File: src/rtl/game_timer_if.sv
// Game-state inputs and timer outputs exchanged between the game controller and game_timer.
interface game_timer_if;
  logic [4:0] state;
  logic       time_up;
  logic       time_down;
  logic       delayover;
  logic       timeover;
  logic [6:0] time_left;
  logic       sec_tick;

  modport master (
    output state, time_up, time_down,
    input  delayover, timeover, time_left, sec_tick
  );

  modport slave (
    input  state, time_up, time_down,
    output delayover, timeover, time_left, sec_tick
  );
endinterface

File: src/rtl/game_timer.sv
// Second prescaler, pre-game delay counter, adjustable duration setting and countdown of
// the seconds remaining, all driven by the externally supplied game state code.
module game_timer #(
  parameter int unsigned TICK_DIV    = 50000000,
  parameter int unsigned DELAY_SEC   = 3,
  parameter int unsigned DEFAULT_SEC = 30,
  parameter int unsigned MAX_SEC     = 99
) (
  input  logic            clk,
  input  logic            rst_n,
  game_timer_if.slave     bus
);

  localparam int unsigned PW = (TICK_DIV > 1) ? $clog2(TICK_DIV) : 1;
  localparam int unsigned DW = (DELAY_SEC > 0) ? $clog2(DELAY_SEC + 1) : 1;
  localparam int unsigned TW = 7;

  localparam logic [PW-1:0] PRESC_LAST = PW'(TICK_DIV - 1);
  localparam logic [DW-1:0] DELAY_MAX  = DW'(DELAY_SEC);
  localparam logic [TW-1:0] SET_MAX    = TW'(MAX_SEC);
  localparam logic [TW-1:0] SET_DEF    = TW'(DEFAULT_SEC);

  typedef enum logic [2:0] {
    ST_START    = 3'd0,
    ST_WAIT_SET = 3'd1,
    ST_DELAY    = 3'd2,
    ST_RUN      = 3'd3,
    ST_HALT     = 3'd4
  } game_st_e;

  game_st_e        st_c;
  logic            running_c;
  logic            sec_tick_c;
  logic            delayover_c;
  logic            timeover_c;

  logic [PW-1:0]   presc_q,     presc_d;
  logic [DW-1:0]   dcnt_q,      dcnt_d;
  logic [TW-1:0]   setting_q,   setting_d;
  logic [TW-1:0]   time_left_q, time_left_d;

  // Unused state codes 5..31 decode as the start state.
  always_comb begin
    st_c = ST_START;
    if (bus.state <= 5'd4) st_c = game_st_e'(bus.state[2:0]);
  end

  always_comb begin
    running_c   = (st_c == ST_DELAY) || (st_c == ST_RUN);
    sec_tick_c  = running_c && (presc_q == PRESC_LAST);
    delayover_c = (st_c == ST_DELAY) && (dcnt_q == DELAY_MAX);
    timeover_c  = ((st_c == ST_RUN) || (st_c == ST_HALT)) && (time_left_q == '0);
  end

  // Next-state logic for prescaler, delay counter, setting and countdown.
  always_comb begin
    presc_d     = '0;
    dcnt_d      = '0;
    setting_d   = setting_q;
    time_left_d = time_left_q;

    // Clearing once the delay is over lets the running state begin on a full second.
    if (running_c && !delayover_c && (presc_q != PRESC_LAST))
      presc_d = presc_q + PW'(1);

    if (st_c == ST_DELAY) begin
      dcnt_d = dcnt_q;
      if (sec_tick_c && (dcnt_q != DELAY_MAX)) dcnt_d = dcnt_q + DW'(1);
    end

    if (st_c == ST_WAIT_SET) begin
      if (bus.time_up && !bus.time_down && (setting_q < SET_MAX))
        setting_d = setting_q + TW'(1);
      else if (bus.time_down && !bus.time_up && (setting_q > TW'(1)))
        setting_d = setting_q - TW'(1);
    end

    case (st_c)
      ST_START, ST_WAIT_SET, ST_DELAY: time_left_d = setting_q;
      ST_RUN: if (sec_tick_c && (time_left_q != '0)) time_left_d = time_left_q - TW'(1);
      default: ;
    endcase
  end

  always_ff @(posedge clk) begin
    if (rst_n) begin
      presc_q     <= '0;
      dcnt_q      <= '0;
      setting_q   <= SET_DEF;
      time_left_q <= SET_DEF;
    end else begin
      presc_q     <= presc_d;
      dcnt_q      <= dcnt_d;
      setting_q   <= setting_d;
      time_left_q <= time_left_d;
    end
  end

  assign bus.sec_tick  = sec_tick_c;
  assign bus.delayover = delayover_c;
  assign bus.timeover  = timeover_c;
  assign bus.time_left = time_left_q;

endmodule

File: src/flat_wrapper.sv
// flat-port wrapper written by rule: the top's interface ports become plain ports
module game_timer_flat 
#(
  parameter int unsigned TICK_DIV    = 50000000,
  parameter int unsigned DELAY_SEC   = 3,
  parameter int unsigned DEFAULT_SEC = 30,
  parameter int unsigned MAX_SEC     = 99
)
  (clk, rst_n, bus_state, bus_time_up, bus_time_down, bus_delayover, bus_timeover, bus_time_left, bus_sec_tick);
  game_timer_if bus_i ();
  input  logic clk;
  input  logic rst_n;
  input wire logic [$bits(bus_i.state)-1:0] bus_state;
  input wire logic [$bits(bus_i.time_up)-1:0] bus_time_up;
  input wire logic [$bits(bus_i.time_down)-1:0] bus_time_down;
  output wire logic [$bits(bus_i.delayover)-1:0] bus_delayover;
  output wire logic [$bits(bus_i.timeover)-1:0] bus_timeover;
  output wire logic [$bits(bus_i.time_left)-1:0] bus_time_left;
  output wire logic [$bits(bus_i.sec_tick)-1:0] bus_sec_tick;
  assign bus_i.state = bus_state;
  assign bus_i.time_up = bus_time_up;
  assign bus_i.time_down = bus_time_down;
  assign bus_delayover = bus_i.delayover;
  assign bus_timeover = bus_i.timeover;
  assign bus_time_left = bus_i.time_left;
  assign bus_sec_tick = bus_i.sec_tick;
  game_timer #(.TICK_DIV(TICK_DIV), .DELAY_SEC(DELAY_SEC), .DEFAULT_SEC(DEFAULT_SEC), .MAX_SEC(MAX_SEC)) u_core (.clk(clk), .rst_n(rst_n), .bus(bus_i));
endmodule
File: config.mk
export PLATFORM = sky130hd
export DESIGN_NAME = game_timer_flat
export DESIGN_NICKNAME = d
export VERILOG_FILES = /design/src/rtl/game_timer_if.sv /design/src/rtl/game_timer.sv /design/src/flat_wrapper.sv
export SDC_FILE = /design/constraint.sdc
export NUM_CORES = 1
export LEC_CHECK = 0
export CAP_MARGIN = 20
export CORE_MARGIN = 1
export CORE_UTILIZATION = 62
export DETAILED_ROUTE_END_ITERATION = 8
export GPL_TIMING_DRIVEN = 0
export PLACE_DENSITY_LB_ADDON = 0.05
export SETUP_SLACK_MARGIN = 0.2
export SYNTH_ARGS = -nofsm -noshare
export SYNTH_HDL_FRONTEND = slang
export SYNTH_SLANG_ARGS = --single-unit
File: constraint.sdc
create_clock -name clk -period 5.3 [get_ports clk]
set_input_delay 1.59 -clock clk [delete_from_list [all_inputs] [get_ports clk]]
set_output_delay 1.59 -clock clk [all_outputs]
set_load 0.02 [all_outputs]
After elaboration in Yosys (flattened, before gate mapping) --
Index checks and enable logic that the tools add are counted.
Word-level totals: flip-flop bits (word level) 42, input bits 9, output and inout port bits 10, logic and storage cells 54
Operators by class: $add $sub $neg 5, $lt $le $gt $ge 3, eq/ne operators 9, mux-type cells 5, bitwise logic cells 2, reduce and logical (&&, ||, !) cells 26
Operators by type and width (number):
- 26-bit by 1-bit adder with 26-bit output, second input constant | 1
- 26-bit == test, second input constant | 1
- 26-bit inequality test, second input constant | 1
- 7-bit two-way mux | 3
- 7-bit one-hot mux with 2 select lines | 1
- 7-bit by 1-bit subtractor with 7-bit output, second input constant | 2
- 1-bit logical AND | 11
- 7-bit by 1-bit adder with 7-bit output, second input constant | 1
- 7-bit by 1-bit > comparator with 1-bit output, second input constant | 1
- 7-bit logical NOT | 1
- 7-bit less-than comparator, second input constant | 1
- 7-bit nonzero test | 1
- 3-bit by 2-bit == test with 1-bit output, second input constant | 2
- 5-bit by 3-bit less-or-equal comparator with 1-bit output, second input constant | 1
- 2-bit inequality test, second input constant | 2
- 2-bit AND reduction | 2
- 2-bit nonzero test | 2
- 2-bit OR reduction | 2
- 3-bit by 1-bit == test with 1-bit output, second input constant | 1
- 3-bit == test, second input constant | 1
- 1-bit logical NOT | 3
- 3-bit logical NOT | 1
- 3-bit two-way mux | 1
- 3-bit OR reduction | 1
- other kinds (4) | 6

Depth between registers and ports, before layout --
Gate-level depths: netlist of run 1.
word-level depth 9, depth in mapped cells 7, depth with buffers taken out 6

Least setup slack after synthesis of run 1 --
OpenSTA, ideal clock, no wires.
kind input port to output port, from in bus_state[0], to out bus_timeover, arrival time 2481 ps, required time 3710 ps, setup slack 1229 ps, stages on the path 4, path buffers 1, path through and3b_1 > o21ai_0 > clkbuf_1 > nor2_1
Between the ends: longest elaborated chain between the ends 5, elaborated cells on any way between the ends 6, those cells by class order compare: 1; eq/ne: 2; mux: 1; reduce/logical: 2
Ends and longest elaborated chain:
- start, declared | RTL line flat_wrapper.sv:13 | input wire logic [$bits(bus_i.state)-1:0] bus_state;
- 5-bit by 3-bit less-or-equal comparator with 1-bit output | RTL line game_timer.sv:45 | if (bus.state <= 5'd4) st_c = game_st_e'(bus.state[2:0]);
- 3-bit two-way mux (*) | RTL line game_timer.sv:45
- 3-bit by 2-bit == test with 1-bit output / 3-bit == test (equally long branches) | RTL line game_timer.sv:52 | timeover_c = ((st_c == ST_RUN) || (st_c == ST_HALT)) && (time_left_q == '0);
- 1-bit logical OR (*) | RTL line game_timer.sv:52
- 1-bit logical AND (*) | RTL line game_timer.sv:52
- end, declared | RTL line flat_wrapper.sv:17 | output wire logic [$bits(bus_i.timeover)-1:0] bus_timeover;
Every way passes the cells marked *; elsewhere a longest branch is shown, timed or not.

Final worst setup path of run 1 --
from in bus_state[1], to out bus_delayover
Between the ends: longest elaborated chain between the ends 4
Ends and longest elaborated chain:
- 5-bit by 3-bit less-or-equal comparator with 1-bit output | RTL line game_timer.sv:45
- 3-bit two-way mux (*) | RTL line game_timer.sv:45
- 3-bit by 2-bit == test with 1-bit output (*) | RTL line game_timer.sv:51 | delayover_c = (st_c == ST_DELAY) && (dcnt_q == DELAY_MAX);
- 1-bit logical AND (*) | RTL line game_timer.sv:51
- end, declared | RTL line flat_wrapper.sv:16 | output wire logic [$bits(bus_i.delayover)-1:0] bus_delayover;
Marks and branches as above.

==> metrics.csv, run 1 <==
stage;metric;value;unit
status;status;complete, no violations;
job;Max Cap Viol;0;
pwr;Net Sw Power;122.0;uW
sta;Hold Slack;468.5;ps
worst_setup_path;crit path kind;input port to output pin;
synth;Post-Syn Area per Cell;8.260;um2
worst_setup_path;WP depth;4;
pwr;Max IR drop VDD;0.0001907;V
sta;Tcrit/Tclk final;0.9388;
pwr;Switching Fraction;0.2062;
floorplanning;Die Ht;64.59;um
worst_setup_path;cells along the critical path;clkdlybuf4s50_1 -> nand3b_1 -> nor3b_1 -> clkdlybuf4s50_1;
sta;clock skew;6.554;ps
pwr;P_int;469.6;uW
sta;Peak Freq;0.2010;GHz
floorplanning;Die W;64.59;um
worst_setup_path;cell mode on critical path;clkdlybuf4s50_1;
floorplanning;FP Rows;22;
worst_setup_path;CP Max Fanout;7;
final_layout;n_diodes;0;
pwr;clock power share;0.414;
drt;TritonRoute pass-1 iters;4;
cts;CTS Hold Bufs;0;
floorplanning;top-level port count;19;
synth;post-synthesis simple-gate area fraction;0.3586;
worst_setup_path;Max stage delay on crit path;660;ps
synth;Net Count, Synth;310;
cts;CTS Root Cell;clkbuf_8;
drt;wire per inst;13.90;um
synth;Synth cell types;54;
drt;drt via density;6.035;
sta;RSZ-0062 raised after global routing;no;
final_layout;share of layout cells above drive strength 1;0.07188;
synth;Synth Area in Compound Gates;0.1082;
placed_design;Post-Place Cells;360;
drt;drt total wl;5117;um
pwr;Leak;0.9148;nW
placed_design;number of I/O port buffers;18;
worst_setup_path;delay-heaviest family, CP;buffers and inverters;
synth;warning count from the yosys run;0;
synth;post-synthesis register bit count;42;
cts;Max H-tree Level;2;
cts;maximum buffer depth of the clock tree;2;
sta;relative slew slack;0.5729;
synth;post-synthesis sequential area ratio;0.3462;
cts;later-pin clock latency in the skew report;290;ps
cts;Inserted Clock Buffers;5;
synth;Post-synth top flop;dfxtp_1;
drt;Vias;2221;
synth;largest family of logic cells by synthesized area;simple AND/OR/NAND/NOR gates;
synth;Post-Syn Area;2429;um2
synth;number of synthesized flops with an enable pin;0;
hold_path;worst hold path type;flip-flop to flip-flop;
sta;Worst-Margin Slew;640.6;ps
drt;DRT iter0 DRCs;212;
final_layout;# fillers;294;
worst_setup_path;Worst Path Arrival;3390;ps
sta;fin. max-slew vios;0;
global_routing;initial antenna violation count;0;
drt;Antenna Nets Post-Route;0;
synth;mux contribution to synthesized area;0.02112;
placed_design;Final HPWL DP;3747;um
synth;adder-cell share of the synthesized area;0.03606;
sta;final hold violation count;0;
floorplanning;initial core utilization;0.6535;
sta;Final setup viols;0;
placed_design;routability cong.;0.8612;
synth;synthesized instance count;294;
floorplanning;total die area;4171;um2
pwr;Total Power;591.5;uW
global_routing;grt ovf;0;
drt;DRC viols;0;
synth;XOR/XNOR Fraction of Synth Area;0.09377;
pwr;Gate power share;0.050;
cts;# clock sinks;42;
floorplanning;Placeable Area;3716;um2
global_routing;Total Routing Usage GR;0.2727;
worst_setup_path;CP startpoint kind;input port;
worst_setup_path;r2r worst-path depth;6;
global_routing;vias in the first global route;1975;
final_layout;Final #Nets;335;
worst_setup_path;slowest CP cell;clkdlybuf4s50_1;
worst_setup_path;CP required;3710;ps
hold_path;Hold Path Stages;1;
pwr;Power Dens Cells;212.9;nW/um2
sta;fin crit period;4976;ps
synth;Async S/R FF share, synth;0;
global_routing;first-pass GRT wire length;8790;um
pwr;part of the power in registers;0.536;
worst_setup_path;Crit path buffers/inverters;2;
final_layout;Final Instance Count excl. Fillers;368;
final_layout;Core Util, Final;0.7478;
global_routing;largest net degree at the start of global routing;13;
cts;CTS tree;yes;
cts;Worst-path clk slew;70;ps
final_layout;Syn-to-layout area delta;14.43;%
worst_setup_path;endpoint class of the critical path;output pin;
==> power by group through the flow <==
| stage | Clock (mW) | Sequential [mW] | Combinational (mW) |
|---|---|---|---|
| floorplan | 0 | 0.325 | 0.0155 |
| global placement | 0 | 0.324 | 0.0288 |
| detailed placement | 0 | 0.324 | 0.0292 |
| CTS | 0.249 | 0.317 | 0.0297 |
| global route | 0.271 | 0.317 | 0.0324 |
| finish | 0.245 | 0.317 | 0.0298 |
==> repair_timing <==
item,in CTS,in global routing
buffers inserted,0,0
setup endpoints to repair,1,1
gates resized for setup,2,1
cloned,0,0
==> logic make-up after synthesis <==
logic type | count (synthesis)
mux | 5
fa+ha+maj | 7
xor+xnor | 26
flops | 42
simple gates | 155
compound gates | 37
buf+inv | 22
==> Yosys cell counts (4+ instances only) <==
master	instances	area share
nor3_1	9	0.019
xor2_1	9	0.032
ha_1	7	0.036
nand4_1	10	0.026
inv_1	12	0.019
dfxtp_1	42	0.35
nor2_1	53	0.082
nand3_1	16	0.033
a211oi_1	4	0.012
nor2b_1	5	0.013
mux2i_1	4	0.016
clkbuf_1	5	0.0077
nand2_1	17	0.026
nor4_1	4	0.010
o21ai_0	8	0.016
xnor2_1	17	0.061
and3_1	9	0.023
==> cell usage in the layout, fill, tap and decap left out, types with 3 or more instances in the layout <==
cell type and count:
a211oi_1 4, a31oi_1 3, nor2_1 53, o21ai_0 7
buf_2 3, nand3_1 16, ha_1 7, clkbuf_1 6
clkbuf_8 5, xnor2_1 17, nand4_1 10, o211ai_1 3
o22ai_1 3, clkdlybuf4s50_1 17, nor4bb_1 3, nor3_1 9
nor2b_1 5, nand4b_1 3, and3_1 9, xor2_1 9
nor3b_1 3, inv_1 12, dfxtp_1 42, mux2i_1 4
a21oi_1 3, nor4_1 4, nand2_1 17
==> final cells by class <==
type,count,area [um2],share of cell area
plain buffers,10,43.79,0.01576
clock buffers,7,76.32,0.02747
clock inverters,1,30.03,0.01081
inverters,12,45.04,0.01621
multi-input cells,230,1500,0.5398
flip-flops and latches,42,840.8,0.3026
well taps,48,60.06,0.02161
repair buffers,18,182.7,0.06574
==> final timing paths <==
kind / from / slack (ps) / end
worst max-delay path: bus_state[1] / 320 / bus_delayover
worst min-delay path: u_core.presc_q[0] / 470 / u_core.presc_q[0]
worst max register to register: u_core.presc_q[0] / 3110 / u_core.bus.time_left[3]
worst min register to register: u_core.presc_q[0] / 470 / u_core.presc_q[0]
==> per-stage QoR <==
step | cell area (um2) | worst slack (ps) | setup TNS, ps
floorplan | 2429 | 1229 | 0
global placement | 2669 | -2.986 | -2.986
detailed placement | 2669 | 24.38 | 0
CTS | 2776 | 247.2 | 0
global route | 2779 | 248.4 | 0
finish | 2779 | 324.5 | 0
==> routing by layer <==
metal / part of all wire / global-route usage / vias up
met5: 0 / 0 / -
met3: 0.033 / 0.05634 / 7
li1: - / - / 1112
met2: 0.52 / 0.4711 / 51
met4: 0.017 / 0.1167 / 0
met1: 0.43 / 0.3246 / 1051
==> registers in the layout, indices dropped and copies added (netlist names) <==
register,cells
u_core.presc_q,26
u_core.bus.time_left,7
u_core.dcnt_q,2
u_core.setting_q,7
(Power assumes the default switching activity.)
==> run 2: changes to the inputs <==
--- a/config.mk
+++ b/config.mk
@@ -12,6 +12,7 @@
 export GPL_TIMING_DRIVEN = 0
 export PLACE_DENSITY_LB_ADDON = 0.05
 export SETUP_SLACK_MARGIN = 0.2
+export SLEW_MARGIN = 20
 export SYNTH_ARGS = -nofsm -noshare
 export SYNTH_HDL_FRONTEND = slang
 export SYNTH_SLANG_ARGS = --single-unit
==> results of run 2 <==
Final layout, timing and power as in run 1 (identical DEF).
==> run 3: changes to the inputs <==
--- a/config.mk
+++ b/config.mk
@@ -5,7 +5,6 @@
 export SDC_FILE = /design/constraint.sdc
 export NUM_CORES = 1
 export LEC_CHECK = 0
-export CAP_MARGIN = 20
 export CORE_MARGIN = 1
 export CORE_UTILIZATION = 62
 export DETAILED_ROUTE_END_ITERATION = 8
==> results of run 3 <==
Final layout, timing and power as in run 1 (identical DEF).
